$ cat src/rtl/mem_port_arbiter.sv
// mem_port_arbiter: one memory port shared by fetch and load/store, data wins; MEM_ARB_STARVE_GUARD_EN adds a fetch starvation guard.
// Latency: load/fetch ack 3 cycles after the request is sampled in IDLE, store 2; each memory wait cycle adds one.
// Backpressure: m_ready/m_rvalid hold the FSM in REQ/RESP; requesters are held off via stall_if/stall_d.
module mem_port_arbiter #(
    parameter int ADDR_W       = 32,
    parameter int DATA_W       = 32,
    parameter int STARVE_LIMIT = 4
) (
    input  logic                clk,
    input  logic                resetn,
    input  logic                if_req,
    input  logic [ADDR_W-1:0]   if_addr,
    output logic                if_ack,
    output logic [DATA_W-1:0]   if_rdata,
    input  logic                d_req,
    input  logic                d_we,
    input  logic [DATA_W/8-1:0] d_be,
    input  logic [ADDR_W-1:0]   d_addr,
    input  logic [DATA_W-1:0]   d_wdata,
    output logic                d_ack,
    output logic [DATA_W-1:0]   d_rdata,
    output logic                m_valid,
    output logic                m_we,
    output logic [DATA_W/8-1:0] m_be,
    output logic [ADDR_W-1:0]   m_addr,
    output logic [DATA_W-1:0]   m_wdata,
    input  logic                m_ready,
    input  logic                m_rvalid,
    input  logic [DATA_W-1:0]   m_rdata,
    output logic                stall_if,
    output logic                stall_d,
    output logic                grant_d,
    output logic                busy
);

    localparam int BE_W = DATA_W / 8;

    typedef enum logic [1:0] {
        IDLE = 2'd0,
        REQ  = 2'd1,
        RESP = 2'd2,
        DONE = 2'd3
    } state_t;

    state_t            state_q, state_d;
    logic              grant_d_q, grant_d_d;
    logic              m_we_q, m_we_d;
    logic [BE_W-1:0]   m_be_q, m_be_d;
    logic [ADDR_W-1:0] m_addr_q, m_addr_d;
    logic [DATA_W-1:0] m_wdata_q, m_wdata_d;
    logic              if_ack_q, if_ack_d;
    logic              d_ack_q, d_ack_d;
    logic [DATA_W-1:0] if_rdata_q, if_rdata_d;
    logic [DATA_W-1:0] d_rdata_q, d_rdata_d;
    logic              arb;
    logic              pick_d;
    logic              force_fetch;
    logic              to_done;

    assign arb    = (state_q == IDLE) && (d_req || if_req);
    assign pick_d = d_req && !force_fetch;

`ifdef MEM_ARB_STARVE_GUARD_EN
    localparam int CNT_W = $clog2(STARVE_LIMIT + 1);

    logic [CNT_W-1:0] starve_cnt_q, starve_cnt_d;

    assign force_fetch = if_req && (starve_cnt_q == CNT_W'(STARVE_LIMIT));

    // Counts data grants that overtook a waiting fetch; any fetch grant or idle fetch side clears it.
    always_comb begin
        starve_cnt_d = starve_cnt_q;
        if (arb) begin
            if (!pick_d || !if_req) begin
                starve_cnt_d = '0;
            end else if (starve_cnt_q != CNT_W'(STARVE_LIMIT)) begin
                starve_cnt_d = starve_cnt_q + CNT_W'(1);
            end
        end
    end

    always_ff @(posedge clk or negedge resetn) begin
        if (!resetn) begin
            starve_cnt_q <= '0;
        end else begin
            starve_cnt_q <= starve_cnt_d;
        end
    end
`else
    localparam int unused_starve_limit = STARVE_LIMIT;

    assign force_fetch = 1'b0;
`endif

    always_comb begin
        state_d    = state_q;
        grant_d_d  = grant_d_q;
        m_we_d     = m_we_q;
        m_be_d     = m_be_q;
        m_addr_d   = m_addr_q;
        m_wdata_d  = m_wdata_q;
        if_rdata_d = if_rdata_q;
        d_rdata_d  = d_rdata_q;
        to_done    = 1'b0;
        case (state_q)
            IDLE: begin
                if (arb) begin
                    state_d   = REQ;
                    grant_d_d = pick_d;
                    if (pick_d) begin
                        m_we_d    = d_we;
                        m_be_d    = d_be;
                        m_addr_d  = d_addr;
                        m_wdata_d = d_wdata;
                    end else begin
                        m_we_d    = 1'b0;
                        m_be_d    = '1;
                        m_addr_d  = if_addr;
                        m_wdata_d = '0;
                    end
                end
            end
            REQ: begin
                if (m_ready) begin
                    if (m_we_q) begin
                        state_d = DONE;
                        to_done = 1'b1;
                    end else begin
                        state_d = RESP;
                    end
                end
            end
            RESP: begin
                if (m_rvalid) begin
                    state_d = DONE;
                    to_done = 1'b1;
                    if (grant_d_q) begin
                        d_rdata_d = m_rdata;
                    end else begin
                        if_rdata_d = m_rdata;
                    end
                end
            end
            // DONE never arbitrates, so a req still high from the finished transaction is not re-granted.
            DONE: begin
                state_d = IDLE;
            end
            default: begin
                state_d = IDLE;
            end
        endcase
        if_ack_d = to_done && !grant_d_q;
        d_ack_d  = to_done && grant_d_q;
    end

    always_ff @(posedge clk or negedge resetn) begin
        if (!resetn) begin
            state_q    <= IDLE;
            grant_d_q  <= 1'b0;
            m_we_q     <= 1'b0;
            m_be_q     <= '0;
            m_addr_q   <= '0;
            m_wdata_q  <= '0;
            if_ack_q   <= 1'b0;
            d_ack_q    <= 1'b0;
            if_rdata_q <= '0;
            d_rdata_q  <= '0;
        end else begin
            state_q    <= state_d;
            grant_d_q  <= grant_d_d;
            m_we_q     <= m_we_d;
            m_be_q     <= m_be_d;
            m_addr_q   <= m_addr_d;
            m_wdata_q  <= m_wdata_d;
            if_ack_q   <= if_ack_d;
            d_ack_q    <= d_ack_d;
            if_rdata_q <= if_rdata_d;
            d_rdata_q  <= d_rdata_d;
        end
    end

    assign m_valid  = (state_q == REQ);
    assign busy     = (state_q != IDLE);
    assign m_we     = m_we_q;
    assign m_be     = m_be_q;
    assign m_addr   = m_addr_q;
    assign m_wdata  = m_wdata_q;
    assign grant_d  = grant_d_q;
    assign if_ack   = if_ack_q;
    assign d_ack    = d_ack_q;
    assign if_rdata = if_rdata_q;
    assign d_rdata  = d_rdata_q;
    assign stall_if = if_req && !if_ack_q;
    assign stall_d  = d_req && !d_ack_q;

endmodule

$ cat config.mk
export PLATFORM = sky130hd
export DESIGN_NAME = mem_port_arbiter
export DESIGN_NICKNAME = d
export VERILOG_FILES = /design/src/rtl/mem_port_arbiter.sv
export SDC_FILE = /design/constraint.sdc
export NUM_CORES = 1
export LEC_CHECK = 0
export CORE_AREA = 10 10 130 132
export DETAILED_ROUTE_END_ITERATION = 10
export DIE_AREA = 0 0 140 142
export GPL_ROUTABILITY_DRIVEN = 0
export PLACE_DENSITY = 0.79
export SLEW_MARGIN = 30
export SYNTH_ARGS = -nofsm -noshare
export SYNTH_HDL_FRONTEND = slang
export SYNTH_SLANG_ARGS = --single-unit
$ cat constraint.sdc
create_clock -name clk -period 2.15 [get_ports clk]
set_input_delay 0.43 -clock clk [delete_from_list [all_inputs] [get_ports clk]]
set_output_delay 0.43 -clock clk [all_outputs]
set_load 0.01 [all_outputs]
* Word-level counts from Yosys, hierarchy flattened
Cells that the tools add are included.
Storage, ports and cells: flip-flop bits (word level) 138, output and inout port bits 140, word-level logic and storage cells 45, bits of input ports 139
Operators by class: bitwise logic cells 1, mux-type cells 13, reduce and logical (&&, ||, !) cells 15, equal/unequal tests 6
Operator list (number):
- $mux W32 | 2
- $reduce_and A3 Y1 | 3
- $pmux W2 S4 | 1
- $mux W2 | 3
- $logic_and A1 B1 Y1 | 5
- $mux W1 | 5
- $eq A2 B2 Y1 const B | 2
- $mux W4 | 1
- $ne A2 B2 Y1 const B | 2
- $logic_not A1 Y1 | 3
- $eq A2 B1 Y1 const B | 1
- $logic_not A2 Y1 | 1
- $ne A2 B1 Y1 const B | 1
- $pmux W1 S2 | 1
- $reduce_and A2 Y1 | 1
- $reduce_bool A2 Y1 | 1
- $logic_or A1 B1 Y1 | 1
- $not A1 Y1 | 1

* Depth between registers and ports, before layout
Gate-level depths: netlist (run 1).
depth in word-level cells 4, mapped depth 8, gate-level depth less buffers 5

* Worst setup path after synthesis (run 1)
OpenSTA, ideal clock, no wires.
path kind register -> register, start point register state_q[0], end point register state_q[1], library setup time 0.125 ns, setup slack 0.577 ns, buffers on the path 1, data arrival time 1.448 ns, required time 2.025 ns, stages on the path, launching flop included 7, clock period less this slack 1.573 ns, cell sequence dfrtp_1 inv_1 ha_1 buf_6 inv_2 o311a_1 mux2_4
On the way: cells in the longest elaborated chain, start to end 4, elaborated cells on any way between the ends 10, those cells by class 6 x eq/ne; 1 x mux; 3 x reduce/logical
Ends and longest elaborated chain:
- from (decl) | RTL line 45 | state_t state_q, state_d;
- from (signal assigned) | RTL line 169 | state_q <= state_d;
- $logic_not A2 Y1 | RTL line 60, 105
- $logic_and A1 B1 Y1 | RTL line 60 | assign arb = (state_q == IDLE) && (d_req || if_req);
- $ne A2 B2 Y1 (no line)
- $reduce_and A3 Y1 (no line)
Several ways; a longest one is shown, not always the timed one. A chain may end at the register's enable or synchronous reset.

* Worst setup path in the final report (run 1)
start point input if_req, end point output stall_if
On the way: cells in the longest elaborated chain, start to end 1
Ends and longest elaborated chain:
- from (decl) | RTL line 11 | input logic if_req,
- $logic_and A1 B1 Y1 | RTL line 193 | assign stall_if = if_req && !if_ack_q;
- to (decl) | RTL line 30 | output logic stall_if,
Every way passes these cells.

==> out/qor.yml, run 1 <==
layout:
  final_core_util_pct: 64.4
  syn_to_final_growth_pct: 64.7
  nNetsFinal: 888
  final_layout_size_suffix_gt1_share_pct: 14.4
worst_setup_path:
  crit_required_ns: 1.72
  startpoint_type: "input port"
  endpoint_kind: "output pin"
  regToRegSetupSlack_ns: 0.31
  cp_max_fo: 2
  cp-startpoint: "if_req"
  r2r-end: "m_addr[7]$_DFFE_PN0P_"
  critPathKind: "in2out"
  arrival_ns: 1.70
  crit_end: "stall_if"
  r2r.worst_path.cells: 7
  r2r_start: "state_q[0]$_DFFE_PN0P_"
yosys:
  yosys.area.top_type_share_pct: 61.7
  netlist-cell-type-count: 23
  syn_area_um2: 5600
  synth_edf_count: 0
  synth_commonest_cells: "dfrtp_1, nand2_1, mux2_2"
  ys.flop_type: "dfrtp_1"
  yosysSeqAreaShare_pct: 61.7
  synth_seq_cells: 138
  yosysMostFrequentCell: "dfrtp_1"
  synth_area_leaders: "dfrtp_1, mux2_2, nand2_1"
  synth_area_leader_cell: "dfrtp_1"
  async_reset_ff_share_pct: 100
  syn_nets: 607
  avgSynthCellArea_um2: 12.0
  netlist_instances: 465
  yosysWarningCount: 0
clock_network:
  clk_pin_slew_ns: 0.06
  cts_tree: "yes"
  htreeDepth: 4
  cts_root_buffer: "clkbuf_16"
  clk_latency_ns: 0.41
  cts_made_buffers: 17
  postCtsSetupBuffers: 0
  cts.sinks: 138
  cts.path.max_buffers: 2
status:
  status: "complete, no violations"
pwr:
  leakage_nw: 4.15
  ir_drop_v: 0.000597
  p_per_area_nw_per_um2: 1430
grt:
  antenna_found_initial: 1
  grt_pass1_wl_um: 27400
  grt_pass1_vias: 4857
  grt_usage_pct: 17.5
  grt.overflow.total: 0
  grt_start_max_net_pins: 65
worst_hold_path:
  hold_path_class: "in2reg"
  worstHoldPathCells: 4
sta:
  min_period_ns: 2.13
  slew_viol_final: 0
  hold_viol_final: 0
  skew_ns: 0.00434
  worst_slew_pin_slew_ns: 0.652
  finalSetupViolations: 0
  rsz0062_at_grt: "no"
  finalCritPeriodShare_pct: 98.9
  setup_tns_ns: 0
  max_freq_mhz: 470
  slew_headroom_pct: 56.5
route:
  drcViolationCount: 0
  drt_first_pass_iters: 4
  wl_um: 17700
  vias: 4517
  dr.first_iter.drc_count: 169
  wl_per_cell_um: 18.8
  routed_via_density: 4.78
  ant_nets: 0
die:
  dieArea_um2: 19900
  rows: 44
  core-area_um2: 14300
  ios: 279
  fp.dieW_um: 140
  fp.dieH_um: 142
  initial_core_util_pct: 39.1
placement:
  io_buffers: 278
  hpwlAfterDp_um: 13600
flow_run:
  drv_cap: 0
-- power breakdown --
part	leakage [nW]	internal, mW	switching, mW
Combinational	2.15	3.25	2.47
Clock	0.294	1.86	1.07
Sequential	1.70	3.83	0.659
Total	4.15	8.94	4.21
-- flip-flops by register name (all words and copies together) (netlist names) --
signal	count
grant_d	1
m_addr	32
m_we	1
d_ack	1
m_be	4
state_q	2
m_wdata	32
d_rdata	32
if_ack	1
if_rdata	32
-- critical path: stages --
cell	delay (ns)
clkdlybuf4s50_1	0.51
nor2b_1	0.18
clkdlybuf4s50_1	0.57
-- cell usage in the layout (no fill, tap or decap) --
cell type	n
mux2_1	4
clkbuf_8	5
dlygate4sd2_1	2
diode_2	1
nand3_1	35
nor2_1	3
buf_12	5
clkinv_4	2
clkbuf_16	17
clkinv_2	3
nor2b_1	6
clkdlybuf4s50_1	274
o22a_1	1
a32o_1	1
a41oi_1	1
ha_1	3
o21ai_0	36
dfrtp_1	138
o311a_1	1
o21ai_4	1
mux2_2	60
buf_4	8
nand2b_1	2
clkinvlp_4	3
dlygate4sd3_1	1
inv_1	3
nand2_1	107
mux2_4	1
buf_6	1
mux2i_1	32
inv_2	1
bufinv_16	2
-- worst min path at each step --
stage / to / slack [ns] / start
2_1_floorplan: d_ack$_DFF_PN0_ / 0.13 / resetn
3_3_place_gp: m_addr[18]$_DFFE_PN0P_ / 0.35 / resetn
3_5_place_dp: m_addr[30]$_DFFE_PN0P_ / 0.36 / resetn
4_1_cts: m_be[0]$_DFFE_PN0P_ / 0.45 / d_req
5_1_grt: m_wdata[2]$_DFFE_PN0P_ / 0.48 / m_wdata[2]$_DFFE_PN0P_
6_report: m_be[0]$_DFFE_PN0P_ / 0.46 / d_req
-- repair_timing --
action	in CTS	in global routing
setup endpoints to repair	2	0
hold buffers	1	0
gates resized for setup	2	0
endpoints found under the hold margin	32	0
-- stage by stage --
step | std cells | worst slack (ns) | hold WS [ns] | total power, mW | cell area, µm²
finish | 944 | 0.0235 | 0.461 | 13.2 | 9220
global route | 944 | 0.0137 | 0.479 | 13.9 | 9220
CTS | 943 | 0.0250 | 0.455 | 13.4 | 9220
detailed placement | 910 | 0.0449 | 0.357 | 10.4 | 8600
global placement | 910 | 0.0761 | 0.353 | 10.1 | 8600
floorplan | 465 | 0.577 | 0.134 | 6.84 | 5600
-- routing by layer --
metal  vias up  wire [µm]  GRT usage (%)
li1       2135          -              -
met1      2192       6780           19.3
met2       177       9120           29.1
met3        13       1620           8.28
met4         0        210           6.09
met5         -          0              0
-- logic make-up after synthesis --
logic type / synth area share (%)
and+or+nand+nor: 11.4
AOI/OAI and AO/OA: 4.18
buffers and inverters: 3.17
DFF: 61.7
adders and majority gates: 0.671
muxes: 18.9
-- final cells by class --
type / count / area (µm²)
Clock buffer: 22 / 494
Clock inverter: 10 / 115
Antenna cell: 1 / 2.50
Inverter: 4 / 15.0
Sequential cell: 138 / 3450
Multi-Input combinational cell: 294 / 1970
Fill cell: 1091 / 5100
Timing Repair Buffer: 291 / 2940
Tap cell: 184 / 230
(Power assumes the default switching activity.)
==> run 2: changes to the inputs <==
--- a/config.mk
+++ b/config.mk
@@ -5,9 +5,9 @@
 export SDC_FILE = /design/constraint.sdc
 export NUM_CORES = 1
 export LEC_CHECK = 0
-export CORE_AREA = 10 10 130 132
+export CORE_AREA = 10 10 144 119
 export DETAILED_ROUTE_END_ITERATION = 10
-export DIE_AREA = 0 0 140 142
+export DIE_AREA = 0 0 154 129
 export GPL_ROUTABILITY_DRIVEN = 0
 export PLACE_DENSITY = 0.79
 export SLEW_MARGIN = 30
==> out/qor.yml, run 2 (synthesized netlist as in run 1, its figures left out) <==
die:
  ios: 279
  rows: 39
  dieArea_um2: 19900
  initial_core_util_pct: 39.4
  fp.dieW_um: 154
  fp.dieH_um: 129
  core-area_um2: 14200
worst_setup_path:
  cp-startpoint: "if_req"
  r2r_start: "state_q[0]$_DFFE_PN0P_"
  endpoint_kind: "output pin"
  critPathKind: "in2out"
  startpoint_type: "input port"
  arrival_ns: 1.68
  crit_required_ns: 1.72
  regToRegSetupSlack_ns: 0.38
  crit_end: "stall_if"
  r2r.worst_path.cells: 7
  cp_max_fo: 2
  r2r-end: "m_be[2]$_DFFE_PN0P_"
sta:
  hold_viol_final: 0
  finalWorstSetupSlack_ns: 0.0443
  min_period_ns: 2.11
  rsz0062_at_grt: "no"
  setup_tns_ns: 0
  slew_viol_final: 0
  worst_slew_pin_slew_ns: 0.550
  slew_headroom_pct: 63.3
  finalCritPeriodShare_pct: 97.9
  finalSetupViolations: 0
  skew_ns: 0.0105
  hold_ws_ns: 0.467
  max_freq_mhz: 475
layout:
  fillCellCount: 1059
  mostFrequentLayoutCells: "clkdlybuf4s50_1, dfrtp_1, nand2_1"
  multi_input_area_um2: 1970
  nNetsFinal: 886
  syn_to_final_growth_pct: 64.6
  seq_area_um2: 3450
  antennaDiodeCount: 0
  final_core_util_pct: 64.9
  final_common_cell: "clkdlybuf4s50_1"
  final_layout_size_suffix_gt1_share_pct: 14.3
clock_network:
  htreeDepth: 4
  cts_root_buffer: "clkbuf_16"
  clk_pin_slew_ns: 0.06
  clk_latency_ns: 0.41
  cts.path.max_buffers: 2
  cts_tree: "yes"
  cts_made_buffers: 17
  cts.sinks: 138
grt:
  grt_start_max_net_pins: 83
  grt.overflow.total: 0
  grt_pass1_wl_um: 27500
  grt_pass1_vias: 4877
  grt_usage_pct: 17.5
  antenna_found_initial: 0
route:
  routed_via_density: 4.76
  drt_first_pass_iters: 4
  ant_nets: 0
  wl_um: 17700
  vias: 4483
  drcViolationCount: 0
  wl_per_cell_um: 18.8
  dr.first_iter.drc_count: 156
pwr:
  leakage_nw: 4.14
  ir_drop_v: 0.000918
  power.total_mw: 13.2
  p_per_area_nw_per_um2: 1430
worst_hold_path:
  hold_path_class: "reg2reg"
status:
  status: "complete, no violations"
placement:
  io_buffers: 278
  post-place-ws_ns: -0.0237
  hpwlAfterDp_um: 13500
flow_run:
  drv_cap: 0
[run 2: cell count changes in the layout (fill, tap and decap cells not counted), sizes merged]
cell	previous run	this run
clkbuf	22	18
inv	4	7
buf	14	12
bufinv	2	3
clkinv	5	4
clkinvlp	3	4
diode	1	0
[run 2: worst min-delay path by stage]
| stage | start | end | slack (ns) | cells past startpoint |
|---|---|---|---|---|
| after detailed placement | resetn | if_rdata[5]$_DFFE_PN0P_ | 0.44 | 1 |
| after global routing | m_wdata[6]$_DFFE_PN0P_ | m_wdata[6]$_DFFE_PN0P_ | 0.48 | 2 |
| after global placement | resetn | d_rdata[5]$_DFFE_PN0P_ | 0.43 | 1 |
| after floorplan | resetn | d_ack$_DFF_PN0_ | 0.13 | 0 |
| final | m_wdata[14]$_DFFE_PN0P_ | m_wdata[14]$_DFFE_PN0P_ | 0.47 | 2 |
| after CTS | m_wdata[19]$_DFFE_PN0P_ | m_wdata[19]$_DFFE_PN0P_ | 0.47 | 2 |
[run 2: cell type report]
class,instances,area share [%]
flip-flops and latches,138,37.5
repair buffers,289,31.9
multi-input cells,294,21.4
clock buffers,18,4.77
well taps,184,2.50
clock inverters,14,1.85
inverters,4,0.163
[run 2: where the power goes]
part	switching, mW	total, mW	leakage (nW)	internal [mW]
Sequential	0.670	4.50	1.70	3.83
Clock	1.12	2.98	0.289	1.86
Combinational	2.45	5.69	2.15	3.24
[run 2: worst max-delay path, cell delays in order]
cell and delay (ns):
clkdlybuf4s50_1 0.50, nor2b_2 0.19, clkdlybuf4s50_1 0.56
[run 2: metal layers]
layer  track usage [%]  up-vias  part of all wire [%]
met2              30.5      176                    51
met4              3.83        0                  0.77
met1              18.9     2161                    38
li1                  -     2135                     -
met5                 0        -                     0
met3              8.46       11                    10
[run 2: metrics by stage]
stage	std cells	cell area, µm²
after CTS	941	9210
final	941	9210
after global placement	908	8590
after global routing	941	9210
after floorplan	465	5600
after detailed placement	908	8590
[run 2: timing repair]
action / 4_1_cts / 5_1_grt
resized for setup: 3 / 0
setup buffers: 0 / 0
hold buffers: 1 / 0
hold endpoints to repair: 2 / 0
endpoints found under the setup margin: 3 / 0
